===== config.mk =====
export PLATFORM = sky130hd
export DESIGN_NAME = axil_cmd_master
export DESIGN_NICKNAME = d
export VERILOG_FILES = /design/src/rtl/axil_cmd_master.sv
export SDC_FILE = /design/constraint.sdc
export NUM_CORES = 1
export LEC_CHECK = 0
export BUFFER_PORTS_ARGS = -buffer_cell sky130_fd_sc_hd__buf_2
export CORE_MARGIN = 5
export CORE_UTILIZATION = 40
export DETAILED_ROUTE_END_ITERATION = 7
export HOLD_SLACK_MARGIN = 0.1
export PLACE_DENSITY = 0.76
export SYNTH_ARGS = -nofsm -noshare
export SYNTH_HDL_FRONTEND = slang
export SYNTH_SLANG_ARGS = --single-unit

===== constraint.sdc =====
create_clock -name aclk -period 1.54 [get_ports aclk]
set_input_delay 0.154 -clock aclk [delete_from_list [all_inputs] [get_ports aclk]]
set_output_delay 0.154 -clock aclk [all_outputs]
set_load 0.1 [all_outputs]

===== src/rtl/axil_cmd_master.sv =====
// Single-outstanding AXI4-Lite initiator: turns one write/read command into one AXI-Lite transaction and one response.
// AXI valids rise the cycle after command accept; the response is held until rsp_ready and no new command is taken meanwhile.
module axil_cmd_master #(
    parameter int ADDR_WIDTH     = 32,
    parameter int DATA_WIDTH     = 32,
    parameter int TIMEOUT_CYCLES = 1024
) (
    input  logic                    aclk,
    input  logic                    arst,
    input  logic                    cmd_valid,
    output logic                    cmd_ready,
    input  logic                    cmd_write,
    input  logic [ADDR_WIDTH-1:0]   cmd_addr,
    input  logic [DATA_WIDTH-1:0]   cmd_wdata,
    input  logic [DATA_WIDTH/8-1:0] cmd_wstrb,
    output logic                    rsp_valid,
    input  logic                    rsp_ready,
    output logic [DATA_WIDTH-1:0]   rsp_rdata,
    output logic [1:0]              rsp_resp,
    output logic                    rsp_timeout,
    output logic                    busy,
    output logic [ADDR_WIDTH-1:0]   m_axil_awaddr,
    output logic [2:0]              m_axil_awprot,
    output logic                    m_axil_awvalid,
    input  logic                    m_axil_awready,
    output logic [DATA_WIDTH-1:0]   m_axil_wdata,
    output logic [DATA_WIDTH/8-1:0] m_axil_wstrb,
    output logic                    m_axil_wvalid,
    input  logic                    m_axil_wready,
    input  logic [1:0]              m_axil_bresp,
    input  logic                    m_axil_bvalid,
    output logic                    m_axil_bready,
    output logic [ADDR_WIDTH-1:0]   m_axil_araddr,
    output logic [2:0]              m_axil_arprot,
    output logic                    m_axil_arvalid,
    input  logic                    m_axil_arready,
    input  logic [DATA_WIDTH-1:0]   m_axil_rdata,
    input  logic [1:0]              m_axil_rresp,
    input  logic                    m_axil_rvalid,
    output logic                    m_axil_rready
);

    localparam int LSB = $clog2(DATA_WIDTH / 8);
    localparam logic [ADDR_WIDTH-1:0] ADDR_MASK = ~ADDR_WIDTH'((64'd1 << LSB) - 64'd1);
    localparam int CNT_W = (TIMEOUT_CYCLES > 1) ? $clog2(TIMEOUT_CYCLES) : 1;
    localparam logic [CNT_W-1:0] CNT_LAST = CNT_W'((TIMEOUT_CYCLES > 0) ? TIMEOUT_CYCLES - 1 : 0);
    localparam bit TO_EN = (TIMEOUT_CYCLES > 0);

    typedef enum logic [2:0] {IDLE, WR, WR_RESP, RD, RD_DATA, RSP} state_t;

    state_t                  state, next_state;
    logic [ADDR_WIDTH-1:0]   addr_q;
    logic [DATA_WIDTH-1:0]   wdata_q;
    logic [DATA_WIDTH/8-1:0] wstrb_q;
    logic                    aw_done, w_done;
    logic [CNT_W-1:0]        cnt;
    logic [DATA_WIDTH-1:0]   rdata_q;
    logic [1:0]              resp_q;
    logic                    timeout_q;
    logic                    aw_hs, w_hs, done, axi_active, expire;

    always_comb begin
        next_state = state;
        aw_hs      = m_axil_awvalid && m_axil_awready;
        w_hs       = m_axil_wvalid && m_axil_wready;
        done       = (state == WR_RESP && m_axil_bvalid) || (state == RD_DATA && m_axil_rvalid);
        axi_active = (state == WR) || (state == WR_RESP) || (state == RD) || (state == RD_DATA);
        // A completion landing on the last allowed cycle beats the abort.
        expire     = axi_active && TO_EN && (cnt == CNT_LAST) && !done;
        case (state)
            IDLE:    if (cmd_valid && cmd_ready) next_state = cmd_write ? WR : RD;
            WR: begin
                if (expire)
                    next_state = RSP;
                else if ((aw_done || aw_hs) && (w_done || w_hs))
                    next_state = WR_RESP;
            end
            WR_RESP: if (done || expire) next_state = RSP;
            RD: begin
                if (expire)
                    next_state = RSP;
                else if (m_axil_arready)
                    next_state = RD_DATA;
            end
            RD_DATA: if (done || expire) next_state = RSP;
            RSP:     if (rsp_ready) next_state = IDLE;
            default: next_state = IDLE;
        endcase
    end

    always_ff @(posedge aclk) begin
        if (arst) begin
            state     <= IDLE;
            addr_q    <= '0;
            wdata_q   <= '0;
            wstrb_q   <= '0;
            aw_done   <= 1'b0;
            w_done    <= 1'b0;
            cnt       <= '0;
            rdata_q   <= '0;
            resp_q    <= 2'b00;
            timeout_q <= 1'b0;
        end else begin
            state <= next_state;
            if (axi_active)
                cnt <= cnt + CNT_W'(1);
            if (state == IDLE && cmd_valid) begin
                addr_q    <= cmd_addr & ADDR_MASK;
                wdata_q   <= cmd_wdata;
                wstrb_q   <= cmd_wstrb;
                aw_done   <= 1'b0;
                w_done    <= 1'b0;
                cnt       <= '0;
                timeout_q <= 1'b0;
            end
            if (state == WR) begin
                aw_done <= aw_done || aw_hs;
                w_done  <= w_done || w_hs;
            end
            if (state == WR_RESP && m_axil_bvalid) begin
                resp_q  <= m_axil_bresp;
                rdata_q <= '0;
            end
            if (state == RD_DATA && m_axil_rvalid) begin
                resp_q  <= m_axil_rresp;
                rdata_q <= m_axil_rdata;
            end
            if (expire) begin
                timeout_q <= 1'b1;
                resp_q    <= 2'b10;
                rdata_q   <= '0;
            end
        end
    end

    assign cmd_ready      = (state == IDLE) && !arst;
    assign busy           = (state != IDLE);
    assign rsp_valid      = (state == RSP);
    assign rsp_rdata      = rdata_q;
    assign rsp_resp       = resp_q;
    assign rsp_timeout    = timeout_q;
    assign m_axil_awaddr  = addr_q;
    assign m_axil_awprot  = 3'b000;
    assign m_axil_awvalid = (state == WR) && !aw_done;
    assign m_axil_wdata   = wdata_q;
    assign m_axil_wstrb   = wstrb_q;
    assign m_axil_wvalid  = (state == WR) && !w_done;
    assign m_axil_bready  = (state == WR_RESP);
    assign m_axil_araddr  = addr_q;
    assign m_axil_arprot  = 3'b000;
    assign m_axil_arvalid = (state == RD);
    assign m_axil_rready  = (state == RD_DATA);

endmodule


[Yosys cells after proc, flatten, opt, wreduce, memory -nomap -nowiden]
Cells that the tools add are included.
Storage, ports and cells
  register bits: 116
  input bits: 114
  output and inout bits: 149
  word-level logic and storage cells: 74
Cells by class
  add/sub/neg operators: 1
  eq/ne operators: 11
  mux-type cells: 18
  reductions and logical operators: 33
Operator list (number)
  $mux 32: 2
  $mux 3: 7
  $pmux 3 s5: 1
  $logic_and 1x1->1: 12
  $add 10x1->10 const B: 1
  $eq 10x10->1 const B: 1
  $mux 2: 4
  $logic_or 1x1->1: 7
  $eq 3x2->1 const B: 2
  $eq 3x3->1 const B: 2
  $reduce_bool 2->1: 3
  $reduce_bool 3->1: 2
  $reduce_or 2->1: 3
  $reduce_and 5->1: 1
  $logic_not 1->1: 4
  $mux 1: 4
  $ne 2x1->1 const B: 2
  $eq 3x1->1 const B: 1
  $logic_not 3->1: 1
  $ne 3x1->1 const B: 1
  $ne 3x3->1 const B: 1
  $ne 2x2->1 const B: 1

[Longest topological paths before layout]
  depth after elaboration: 9
  gate-level depth with buffers: 8
  mapped depth without buffers: 6

[Worst setup path after synthesis]
No wires, ideal clock.
  path type: register to register
  start: register state[1]
  end: register rdata_q[0] (netlist: rsp_rdata[0])
  setup time: 0.067 ns
  arrival time: 2.785 ns
  required time: 1.473 ns
  setup slack: -1.312 ns
  stages on the path, launching flop included: 9
  path buffers: 3
  clock period less this slack: 2.852 ns
  cell sequence: dfxtp_1 > buf_2 > nand2b_1 > nor2_1 > and2_1 > buf_2 > clkbuf_1 > a22oi_1 > nor2_2
On the way
  elaborated cells on any way between the ends: 16
  those cells by class: 4 x eq/ne; 1 x mux; 11 x reduce/logical
RTL lines
  from (decl): RTL line 51  | state_t state, next_state;
  from (signal assigned): RTL line 104  | state <= next_state;
  $eq 3x3->1 (*)
  net m_axil_rready: RTL line 40  | output logic m_axil_rready
  $logic_and 1x1->1: RTL line 66, 124
  $logic_or 1x1->1: RTL line 66  | done = (state == WR_RESP && m_axil_bvalid) || (state == RD_DATA && m_axil_rvalid);
  $logic_not 1->1: RTL line 69  | expire = axi_active && TO_EN && (cnt == CNT_LAST) && !done;
  $logic_and 1x1->1: RTL line 69
  $reduce_or 2->1 (no source line)
  to (signal assigned): RTL line 126  | rdata_q <= m_axil_rdata;
  to (decl): RTL line 57  | logic [DATA_WIDTH-1:0] rdata_q;
Mark *: on every way through the listed nets, which the timed path passes. The rest lies on a longest branch.
A chain may end at the register's enable or synchronous reset.

[Worst setup path after layout]
  start: register state[2]
  end: register rdata_q[3] (netlist: rsp_rdata[3])
On the way
  word-level cells in the longest chain between the ends: 7
  elaborated cells on any way between the ends: 16
  those cells by class: 4 x eq/ne; 1 x mux; 11 x reduce/logical
RTL lines
  $eq 3x1->1 / $eq 3x2->1 (equally long branches): RTL line 67, 66, 120
  $logic_or 1x1->1 (3 in a row): RTL line 67  | axi_active = (state == WR) || (state == WR_RESP) || (state == RD) || (state == RD_DATA);
  $logic_and 1x1->1 (2 in a row): RTL line 69
  $reduce_or 2->1 (no source line)
Parallel ways exist; a longest one is shown, timed or not.

==> impl_metrics.tcl <==
set metrics [dict create \
    switchingPower_uw 9150 \
    hold_viol 0 \
    startpoint_type "flop" \
    die_x_um 118 \
    path_max_fanout 16 \
    leakage_uw 0.00385 \
    worstMarginPinSlew_ns 0.525 \
    synth_seq_cells 116 \
    yosysWarnings 0 \
    final_nets 1031 \
    power_frac_seq_pct 21.8 \
    drtPass1Iterations 5 \
    grt_antenna_before_repair 2 \
    fill_cells 736 \
    grt_max_degree 76 \
    finalHoldWorstSlack_ns 0.270 \
    grt_usage_pct 24.3 \
    cts-root-buf "clkbuf_16" \
    crit_type "reg -> reg" \
    placed_area_um2 6210 \
    worstPathArrival_ns 1.97 \
    drive_above_1_share_pct 45.7 \
    internal_power_uw 8690 \
    crit_slowest_cell "dfxtp_4" \
    pwr-share-comb_pct 56.0 \
    cp.required_ns 1.83 \
    drt-initial-drc-count 436 \
    async_flop_share_pct 0 \
    worstPathCellList "and2b_2, buf_6, nand2_4, a21o_4, clkbuf_16, a22oi_2, nor2_4" \
    start_util_pct 40.9 \
    ios 263 \
    first_global_vias 5319 \
    netlist_instances 559 \
    synthFlopType "dfxtp_1" \
    design_area_um2 8490 \
    drv_cap 0 \
    synthDistinctLibCells 37 \
    final_common_cell "buf_2" \
    clock.fmax_mhz 597 \
    p_per_area_nw_per_um2 2100 \
    clock_sinks 116 \
    drv_slew 0 \
    cts_buffers 17 \
    end_kind "flop" \
    p_sw_share_pct 51.3 \
    vias_per_cell 5.01 \
    fp.dieH_um 118 \
    area_growth_pct 81.9 \
    grt_overflow 0 \
    tns_ns -3.64 \
    via_count 5377 \
    portBuffers 250 \
    violations "negative setup slack" \
    drc 0 \
    clock_latency_ns 0.41 \
    ir_drop_uv 1610 \
    cts.clk_slew.worst_paths_ns 0.06 \
    coreArea_um2 11400 \
    finalCriticalPeriod_ns 1.67 \
    post_drt_wl_per_cell_um 17.7 \
    finClkSkew_ns 0.00863 \
    place.gp.congestion 0.797 \
    syn_avg_cell_area_um2 8.35 \
    layout_common_cells "buf_2, nand2_1, dfxtp_1" \
    min_path_type "in -> reg" \
    status "complete, but fails checks" \
    setup_violations 43 \
    netlist_area_um2 4670 \
    seq_area_frac_synth_pct 49.7 \
    finalCritPeriodShare_pct 109 \
    clockPowerShare_pct 22.1 \
    grt_pass1_wl_um 27600 \
    utilization_pct 74.4 \
    relSlewSlack_pct 65.2 \
    rows 39 \
    synth-edff-count 0 \
    grt_setup_unrepaired "true" \
    dieArea_um2 13900 \
    max_stage_delay_ns 0.37 \
    cts_buffer_depth 2 \
    fin_ws_ns -0.135 \
    dp_hpwl_um 9790 \
    htreeDepth 4 \
    antenna_left 0 \
    place_ws_ns -0.0732 \
    cts_tree "yes" \
    wirelength_um 19000 \
]
==> logic make-up (layout without fill, tap and decap cells) <==
kind of cell	count (synthesis)	in the layout	synth area share, %
compound gates	124	124	15.9
fa+ha+maj	1	1	0.268
other cells	1	12	0.0803
mux	2	2	0.429
flops	116	116	49.7
simple gates	223	223	21.0
buf+inv	83	443	10.9
xor+xnor	9	9	1.69
==> synth_stat cells (3+ instances only) <==
cell	count	area [um^2]
buf_2	11	55.1
clkbuf_1	23	86.3
a22oi_1	34	255
nor3_1	4	20.0
o22ai_1	3	18.8
nand3_1	4	20.0
buf_6	4	45.0
nor2_2	30	188
a21oi_1	74	370
buf_4	41	308
nor2_1	22	82.6
nand2b_1	3	18.8
and2_1	4	25.0
inv_1	4	15.0
xor2_1	7	61.3
nand2_1	147	552
dfxtp_1	116	2320
a31oi_1	3	18.8
==> final timing paths <==
kind	slack (ns)	cells past startpoint	end	start
worst min-delay path	0.27	3	m_axil_wdata[31]$_SDFFE_PP0P_	arst
worst max register to register	-0.13	7	rsp_rdata[3]$_SDFFE_PP0P_	state[2]$_SDFFE_PP0P_
worst min register to register	0.45	2	m_axil_wdata[27]$_SDFFE_PP0P_	m_axil_wdata[27]$_SDFFE_PP0P_
worst max-delay path	-0.13	7	rsp_rdata[3]$_SDFFE_PP0P_	state[2]$_SDFFE_PP0P_
==> stage by stage <==
step	power, uW	std cells
2_1_floorplan	11000	568
3_3_place_gp	12600	918
3_5_place_dp	12700	918
4_1_cts	17100	1060
5_1_grt	18400	1073
6_report	17800	1073
==> critical path: cells and delay by family (launching register included) <==
family | cells | cell delay, ns
buf+inv | 2 | 0.32
flops | 1 | 0.37
compound gates | 2 | 0.50
simple gates | 3 | 0.37
==> cell type report <==
class                   instances  area, um^2  share of cell area, %
repair buffers                408        3070                   36.1
flip-flops and latches        116        2330                   27.5
multi-input cells             369        2300                   27.1
clock buffers                  28         527                   6.20
well taps                     143         179                   2.11
clock inverters                 3        65.1                  0.766
inverters                       4        17.5                  0.206
diodes                          2        5.00                 0.0589
==> per-layer routing <==
| metal | vias to the layer above | global-route usage, % | part of all wire (%) |
|---|---|---|---|
| met5 | - | 0 | 0 |
| met2 | 289 | 42.4 | 51 |
| met4 | 0 | 12.2 | 3.9 |
| li1 | 2517 | - | - |
| met3 | 61 | 8.84 | 8.1 |
| met1 | 2510 | 25.6 | 37 |
==> power by group through the flow <==
stage	clock network (uW)	registers (uW)	logic, uW
global placement	0	3860	8780
detailed placement	0	3880	8830
finish	3950	3890	10000
CTS	3980	3850	9280
global route	4140	3950	10400
floorplan	0	6980	3990
==> registers in the layout, summed over array words and instances, names as in the netlist <==
| name | cells |
|---|---|
| cnt | 10 |
| rsp_rdata | 32 |
| m_axil_wdata | 32 |
| rsp_timeout | 1 |
| w_done | 1 |
| m_axil_araddr | 30 |
| m_axil_wstrb | 4 |
| aw_done | 1 |
| state | 3 |
| rsp_resp | 2 |
==> what timing repair did <==
item,in CTS,in global routing
setup endpoints to repair,46,77
setup buffers,6,6
gates resized for setup,33,67
endpoints found under the hold margin,105,0
hold buffers,107,0
pin swaps,5,51
cloned,0,5
(Power assumes the default switching activity.)
